$ cat src/rtl/mux_line_scheduler_pkg.sv
// Shared definitions for the mux line scheduler and the UART command decoder.
// Holds the FSM state encodings and the index-width helper.
package mux_line_scheduler_pkg;

    typedef enum logic [1:0] {
        ST_IDLE    = 2'd0,
        ST_SETTLE  = 2'd1,
        ST_DWELL   = 2'd2,
        ST_ADVANCE = 2'd3
    } state_t;

    // Width of an index into n mux lines (never below 1 bit).
    function automatic int idx_width(input int n);
        return (n <= 2) ? 1 : $clog2(n);
    endfunction

endpackage

$ cat src/rtl/mux_line_scheduler_if.sv
// Command/status bundle between the UART command layer (master) and the
// mux line scheduler (slave).
//   cfg_valid/cfg_ready/cfg_mask/cfg_dwell : configuration write handshake
//   start/stop                             : scan control
//   strobe                                 : external advance strobe pin
//   mux_out/active_index                   : one-hot mux select and its index
//   integrate_en/frame_done/cfg_error      : correlator window and status
interface mux_line_scheduler_if
    import mux_line_scheduler_pkg::*;
#(
    parameter int MUX_LINES   = 16,
    parameter int DWELL_WIDTH = 24
);
    localparam int IW = idx_width(MUX_LINES);

    logic                   cfg_valid;
    logic                   cfg_ready;
    logic [MUX_LINES-1:0]   cfg_mask;
    logic [DWELL_WIDTH-1:0] cfg_dwell;
    logic                   start;
    logic                   stop;
    logic                   strobe;
    logic [MUX_LINES-1:0]   mux_out;
    logic [IW-1:0]          active_index;
    logic                   integrate_en;
    logic                   frame_done;
    logic                   cfg_error;

    modport master (
        output cfg_valid, cfg_mask, cfg_dwell, start, stop, strobe,
        input  cfg_ready, mux_out, active_index, integrate_en, frame_done, cfg_error
    );

    modport slave (
        input  cfg_valid, cfg_mask, cfg_dwell, start, stop, strobe,
        output cfg_ready, mux_out, active_index, integrate_en, frame_done, cfg_error
    );

endinterface

$ cat src/rtl/mux_line_scheduler_next_index.sv
// mux_next_index: combinational wrap-around search for the next enabled channel.
//   mask       : enabled channels
//   cur_index  : search starts at the bit above this index
//   next_index : first set mask bit above cur_index, wrapping to the lowest
//   wrap       : search wrapped (includes finding cur_index itself)
module mux_next_index
    import mux_line_scheduler_pkg::*;
#(
    parameter int MUX_LINES = 16
) (
    input  logic [MUX_LINES-1:0]            mask,
    input  logic [idx_width(MUX_LINES)-1:0] cur_index,
    output logic [idx_width(MUX_LINES)-1:0] next_index,
    output logic                            wrap
);
    localparam int IW = idx_width(MUX_LINES);
    localparam logic [IW:0] LINES = (IW+1)'(MUX_LINES);

    logic [IW:0] cand;
    logic        found;

    always_comb begin
        next_index = cur_index;
        wrap       = 1'b0;
        found      = 1'b0;
        cand       = '0;
        for (int off = 1; off <= MUX_LINES; off++) begin
            cand = {1'b0, cur_index} + (IW+1)'(off);
            if (cand >= LINES) begin
                cand = cand - LINES;
            end
            if (!found && mask[cand[IW-1:0]]) begin
                found      = 1'b1;
                next_index = cand[IW-1:0];
                wrap       = (cand[IW-1:0] <= cur_index);
            end
        end
    end

endmodule

$ cat src/rtl/mux_line_scheduler.sv
// mux_line_scheduler: steps a one-hot mux through the enabled channels,
// settling after each change and then opening an integration window.
//   sysclk, reset : clock and synchronous active-high reset
//   bus (slave)   : config handshake, start/stop, strobe, mux select and status
// Optional feature macro: MUX_STROBE_SYNC_EN - ADVANCE waits for a synchronized
// rising edge on bus.strobe instead of lasting a single cycle.
//
// state   | meaning
// IDLE    | mux off, config writes accepted, waiting for start
// SETTLE  | new mux select applied, waiting SETTLE_CYCLES for it to settle
// DWELL   | integrate_en high for max(dwell,1) cycles
// ADVANCE | pick next enabled channel; frame_done when the pass wraps
module mux_line_scheduler
    import mux_line_scheduler_pkg::*;
#(
    parameter int MUX_LINES     = 16,
    parameter int DWELL_WIDTH   = 24,
    parameter int SETTLE_CYCLES = 4
) (
    input  logic                sysclk,
    input  logic                reset,
    mux_line_scheduler_if.slave bus
);
    localparam int IW = idx_width(MUX_LINES);
    localparam logic [DWELL_WIDTH-1:0] SETTLE_LOAD = DWELL_WIDTH'(SETTLE_CYCLES - 1);
    localparam logic [DWELL_WIDTH-1:0] ONE         = DWELL_WIDTH'(1);
    localparam logic [MUX_LINES-1:0]   BIT0        = MUX_LINES'(1);

    state_t                 state, state_nxt;
    logic [DWELL_WIDTH-1:0] cnt, cnt_nxt;
    logic [DWELL_WIDTH-1:0] dwell_q, dwell_nxt;
    logic [MUX_LINES-1:0]   mask_q, mask_nxt;
    logic [MUX_LINES-1:0]   mux_q, mux_nxt;
    logic [IW-1:0]          idx_q, idx_nxt;
    logic                   err_q, err_nxt;
    logic [IW-1:0]          search_from, search_index;
    logic                   search_wrap;
    logic                   advance_go;
    logic                   frame_pulse;

    // From IDLE, searching above the top line lands on the lowest set bit.
    assign search_from = (state == ST_IDLE) ? IW'(MUX_LINES - 1) : idx_q;

    mux_next_index #(.MUX_LINES(MUX_LINES)) u_next_index (
        .mask       (mask_q),
        .cur_index  (search_from),
        .next_index (search_index),
        .wrap       (search_wrap)
    );

`ifdef MUX_STROBE_SYNC_EN
    // Two synchronizer flops plus one history flop for rising-edge detect.
    logic [2:0] strobe_sync;

    always_ff @(posedge sysclk) begin
        if (reset) begin
            strobe_sync <= '0;
        end else begin
            strobe_sync <= {strobe_sync[1:0], bus.strobe};
        end
    end

    assign advance_go = strobe_sync[1] & ~strobe_sync[2];
`else
    logic unused_strobe;
    assign unused_strobe = bus.strobe;
    assign advance_go    = 1'b1;
`endif

    always_ff @(posedge sysclk) begin
        if (reset) begin
            state   <= ST_IDLE;
            cnt     <= '0;
            dwell_q <= '0;
            mask_q  <= '0;
            mux_q   <= '0;
            idx_q   <= '0;
            err_q   <= 1'b0;
        end else begin
            state   <= state_nxt;
            cnt     <= cnt_nxt;
            dwell_q <= dwell_nxt;
            mask_q  <= mask_nxt;
            mux_q   <= mux_nxt;
            idx_q   <= idx_nxt;
            err_q   <= err_nxt;
        end
    end

    always_comb begin
        state_nxt   = state;
        cnt_nxt     = cnt;
        dwell_nxt   = dwell_q;
        mask_nxt    = mask_q;
        mux_nxt     = mux_q;
        idx_nxt     = idx_q;
        err_nxt     = err_q;
        frame_pulse = 1'b0;
        case (state)
            ST_IDLE: begin
                if (bus.cfg_valid) begin
                    mask_nxt  = bus.cfg_mask;
                    dwell_nxt = bus.cfg_dwell;
                    err_nxt   = 1'b0;
                end
                // Start uses the mask already latched, not a same-cycle write.
                if (bus.start && !bus.stop) begin
                    if (mask_q == '0) begin
                        err_nxt = 1'b1;
                    end else begin
                        state_nxt = ST_SETTLE;
                        cnt_nxt   = SETTLE_LOAD;
                        mux_nxt   = BIT0 << search_index;
                        idx_nxt   = search_index;
                    end
                end
            end
            ST_SETTLE: begin
                if (cnt == '0) begin
                    state_nxt = ST_DWELL;
                    cnt_nxt   = (dwell_q == '0) ? '0 : dwell_q - ONE;
                end else begin
                    cnt_nxt = cnt - ONE;
                end
            end
            ST_DWELL: begin
                if (cnt == '0) begin
                    state_nxt = ST_ADVANCE;
                end else begin
                    cnt_nxt = cnt - ONE;
                end
            end
            ST_ADVANCE: begin
                if (advance_go) begin
                    state_nxt   = ST_SETTLE;
                    cnt_nxt     = SETTLE_LOAD;
                    mux_nxt     = BIT0 << search_index;
                    idx_nxt     = search_index;
                    frame_pulse = search_wrap;
                end
            end
            default: state_nxt = ST_IDLE;
        endcase
        if (bus.stop) begin
            state_nxt   = ST_IDLE;
            cnt_nxt     = '0;
            mux_nxt     = '0;
            idx_nxt     = '0;
            frame_pulse = 1'b0;
        end
    end

    assign bus.cfg_ready    = (state == ST_IDLE);
    assign bus.mux_out      = mux_q;
    assign bus.active_index = idx_q;
    assign bus.integrate_en = (state == ST_DWELL);
    assign bus.frame_done   = frame_pulse;
    assign bus.cfg_error    = err_q;

endmodule
$ cat src/flat_wrapper.sv
// flat-port wrapper written by rule: the top's interface ports become plain ports
module mux_line_scheduler_flat import mux_line_scheduler_pkg::*;
#(
    parameter int MUX_LINES     = 16,
    parameter int DWELL_WIDTH   = 24,
    parameter int SETTLE_CYCLES = 4
)
  (sysclk, reset, bus_cfg_valid, bus_cfg_mask, bus_cfg_dwell, bus_start, bus_stop, bus_strobe, bus_cfg_ready, bus_mux_out, bus_active_index, bus_integrate_en, bus_frame_done, bus_cfg_error);
  mux_line_scheduler_if #(.MUX_LINES(MUX_LINES), .DWELL_WIDTH(DWELL_WIDTH)) bus_i ();
  input  logic sysclk;
  input  logic reset;
  input wire logic [$bits(bus_i.cfg_valid)-1:0] bus_cfg_valid;
  input wire logic [$bits(bus_i.cfg_mask)-1:0] bus_cfg_mask;
  input wire logic [$bits(bus_i.cfg_dwell)-1:0] bus_cfg_dwell;
  input wire logic [$bits(bus_i.start)-1:0] bus_start;
  input wire logic [$bits(bus_i.stop)-1:0] bus_stop;
  input wire logic [$bits(bus_i.strobe)-1:0] bus_strobe;
  output wire logic [$bits(bus_i.cfg_ready)-1:0] bus_cfg_ready;
  output wire logic [$bits(bus_i.mux_out)-1:0] bus_mux_out;
  output wire logic [$bits(bus_i.active_index)-1:0] bus_active_index;
  output wire logic [$bits(bus_i.integrate_en)-1:0] bus_integrate_en;
  output wire logic [$bits(bus_i.frame_done)-1:0] bus_frame_done;
  output wire logic [$bits(bus_i.cfg_error)-1:0] bus_cfg_error;
  assign bus_i.cfg_valid = bus_cfg_valid;
  assign bus_i.cfg_mask = bus_cfg_mask;
  assign bus_i.cfg_dwell = bus_cfg_dwell;
  assign bus_i.start = bus_start;
  assign bus_i.stop = bus_stop;
  assign bus_i.strobe = bus_strobe;
  assign bus_cfg_ready = bus_i.cfg_ready;
  assign bus_mux_out = bus_i.mux_out;
  assign bus_active_index = bus_i.active_index;
  assign bus_integrate_en = bus_i.integrate_en;
  assign bus_frame_done = bus_i.frame_done;
  assign bus_cfg_error = bus_i.cfg_error;
  mux_line_scheduler #(.MUX_LINES(MUX_LINES), .DWELL_WIDTH(DWELL_WIDTH), .SETTLE_CYCLES(SETTLE_CYCLES)) u_core (.sysclk(sysclk), .reset(reset), .bus(bus_i));
endmodule
$ cat config.mk
export PLATFORM = sky130hd
export DESIGN_NAME = mux_line_scheduler_flat
export DESIGN_NICKNAME = d
export VERILOG_FILES = /design/src/rtl/mux_line_scheduler_pkg.sv /design/src/rtl/mux_line_scheduler_if.sv /design/src/rtl/mux_line_scheduler_next_index.sv /design/src/rtl/mux_line_scheduler.sv /design/src/flat_wrapper.sv
export SDC_FILE = /design/constraint.sdc
export NUM_CORES = 1
export LEC_CHECK = 0
export CAP_MARGIN = 40
export CORE_ASPECT_RATIO = 1.75
export CORE_MARGIN = 5
export CORE_UTILIZATION = 40
export CTS_CLUSTER_DIAMETER = 120
export DETAILED_ROUTE_END_ITERATION = 8
export DONT_BUFFER_PORTS = 1
export SYNTH_ARGS = -nofsm -noshare
export SYNTH_HDL_FRONTEND = slang
export SYNTH_SLANG_ARGS = --single-unit
$ cat constraint.sdc
create_clock -name sysclk -period 6.7 [get_ports sysclk]
set_input_delay 1.34 -clock sysclk [delete_from_list [all_inputs] [get_ports sysclk]]
set_output_delay 1.34 -clock sysclk [all_outputs]
set_load 0.1 [all_outputs]
==> results.md <==
* WP data required at 5.36 ns
* Root Buffer: clkbuf_16
* Initial Utilization at between 40% and 50%
* Vias in the first global route at about 7300
* Clk_skew at 0.00813 ns
* Crit Path Class: flip-flop to output pin
* Main area contributors after synthesis: dfxtp_1, nand2_1, a21oi_1, nor2_1, xnor2_1
* Syn Std Cell Area at 7280 um2
* I/O pins at 70
* Most frequent cells in the layout: nand2_1, nor2_1, dfxtp_1
* Critical-path top delay cell: or2_2
* Most frequent cell on the critical path: o21ai_0
* Commonest non-fill, non-tap cell in the layout: nand2_1
* Ys async rst share at 0%
* CTS Hold Bufs at 0
* Post-synth top area share at 23.9%
* Fmax at around 160 MHz
* Setup TNS at 0 ns
* Post-synth net total at 1012
* All-Layer GR Usage at 24.9%
* GPL Wtd Cong at 0.992
* Core Rows at 65
* Wire length per cell at 22.3 um
* Post-DRT Antenna Nets at 0
* # nets final at 1019
* Max-slew violation count at 0
* Clock-pin slew on the worst setup and hold paths at around 0.06 ns
* CTS buffer count at 9
* Vias after detailed routing at ~7300
* Worst-margin pin slew at 0.849 ns
* Cell Chain, Critical Path: inv_1 -> ha_2 -> or2_2 -> inv_2 -> ha_1 -> or3_1 -> and3_1 -> nor4_1 -> o21ai_0 -> a21oi_1 -> o22ai_1 -> a211oi_1 -> o21ai_0 -> a31oi_2 -> buf_12
* Seq/Total Area, Yosys at 23.9%
* CTS sink cnt at a little under 90
* Synthesized area per cell at between 7 and 8 um2
* Die Y at 189 um
* Share of cells above drive strength 1 at 13.6%
* Placed Cells at 1174
* Top FF cell, synth: dfxtp_1
* #FFs+latches synth at 87
* Largest net degree at the start of global routing at 44
* TritonRoute pass-1 iters at 5
* Shortest period the worst path allows at 6.35 ns
* VDD IR-drop max at 167 uV
* Number of DRC markers in iteration 0 at 422
* CP max FO at 17
* Max incr delay on CP at 0.46 ns
* Total grt overflow at 0
* N_diodes at 0
* Initial antenna violation count at 0
* Status: completed
* Area leader, netlist: dfxtp_1
* Post-cts gate resize count at 0
* Die area at 21100 um2
* PortBufs at 0
* Finished Layout Cells at between 1000 and 1500
* Ys Warns at 0
* Area growth from synthesis to layout at 13.6%
* CP Capture Type: output pin
* Hold Fails Final Rpt at 0
* Max clock buf depth at 2
* Post-CTS setup buffers at 0
* Vias per cell at 6.17
* Cell variety after synth at 96
* Static Leak at 2.99 nW
* Pwr dens at 254 nW/um2
* Cells after Synth at 944
* Global-route wire length before repair at about 40000 um
* Detailed Place HPWL at approximately 21000 um
* Rel. slew slack at between 40% and 50%
* Max Cap Viol at 0
* EDFF count, synth at 0
* CTS tree: done
* Detailed Route WL at 26500 um
* DRC viols at 0
* Setup crit start kind: flip-flop
* Placeable core area at 18000 um2
* RSZ-0062 raised after global routing: no
* Chip Width at 112 um
* CTS H-Tree Depth at 3
* Final worst-path cycle share at between 90% and 100%
* Setup violations, final at 0
* Worst-skew pair later-pin latency at about 0.35 ns
* CP arrival at approximately 5 ns
* Worst hold path type: flip-flop to flip-flop
==> through the flow <==
| stage | area [um2] | hold WS (ns) | setup slack, ns | utilization, % | power (mW) |
|---|---|---|---|---|---|
| floorplan | 7290 | 0.450 | 0.0287 | - | 1.29 |
| global placement | 7550 | 0.459 | 0.804 | 42.0 | 1.55 |
| detailed placement | 7970 | 0.461 | 0.793 | 44.3 | 1.57 |
| CTS | 8270 | 0.470 | 0.396 | 46.0 | 2.10 |
| global route | 8270 | 0.497 | 0.0549 | 46.0 | 2.21 |
| finish | 8270 | 0.468 | 0.353 | 46.0 | 2.10 |
==> area by class of cell <==
cell class / instances / area (um2)
well taps: 234 / 293
clock inverters: 4 / 72.6
clock buffers: 10 / 229
inverters: 23 / 86.3
flip-flops and latches: 87 / 1740
repair buffers: 51 / 649
multi-input cells: 779 / 5200
fillers: 1770 / 9700
==> per-layer routing <==
layer  global-route usage [%]  routed length, um  up-vias
met5                        0                  0        -
met3                     3.79               1070       99
met4                     17.2               2020        0
met2                     47.1              14400      247
li1                         -                  -     3511
met1                     24.2               9030     3472
==> critical path, delay by kind of cell, from the launching register on <==
kind	cells	cell delay, ns
buf+inv	3	0.72
flops	1	0.41
fa+ha+maj	2	0.65
compound gates	6	1.14
simple gates	4	1.72
==> worst paths after layout <==
check        cells past startpoint                            endpoint  slack, ns                             from
max                             15                      bus_frame_done       0.35     u_core.state[0]$_SDFFE_PP0P_
min                              2     u_core.dwell_q[20]$_SDFFE_PP0P_       0.47  u_core.dwell_q[20]$_SDFFE_PP0P_
max reg2reg                     16  u_core.bus.mux_out[1]$_SDFFE_PP0P_       1.59     u_core.state[0]$_SDFFE_PP0P_
min reg2reg                      2     u_core.dwell_q[20]$_SDFFE_PP0P_       0.47  u_core.dwell_q[20]$_SDFFE_PP0P_
==> flip-flops by register name, indices dropped and copies added, names as in the netlist <==
name / cells
u_core.cnt: 24
u_core.dwell_q: 24
u_core.bus.mux_out: 16
u_core.mask_q: 16
u_core.bus.active_index: 4
u_core.state: 2
u_core.bus.cfg_error: 1
==> cells by family (layout without fill, tap and decap cells) <==
kind of cell               count (synthesis)  count (layout)  synth area share [%]
AOI/OAI and AO/OA                        291             291                  28.3
muxes                                     43              43                  7.83
and+or+nand+nor                          376             376                  25.5
buffers and inverters                     78              88                  4.90
adders and majority gates                 22              22                  3.78
DFF                                       87              87                  23.9
xor gates and xnor gates                  47              47                  5.75
==> synth_stat cells, drive strengths merged, types with 6 or more instances <==
library cell / number
buf: 22
inv: 22
o32ai: 10
nor3b: 6
xnor2: 38
clkbuf: 33
or3: 9
nand2: 132
a22o: 12
o21ai: 40
mux2: 10
a21o: 8
dfxtp: 87
nor2: 95
or3b: 7
a21oi: 80
or2: 8
o211ai: 10
o221ai: 12
and2: 8
mux4: 7
nand3: 17
ha: 22
nand2b: 10
nor3: 28
a211oi: 20
mux2i: 26
or4: 8
o22ai: 28
a22oi: 22
and3: 9
nor2b: 8
nor4: 16
xor2: 9
o22a: 6
==> where the power goes <==
part	leakage, nW	total [mW]	internal, mW	switching, mW
combinational	2.14	1.00	0.359	0.645
clock	0.144	0.526	0.322	0.204
sequential	0.710	0.574	0.540	0.0338
No activity file was read; power rests on OpenSTA's default activity.
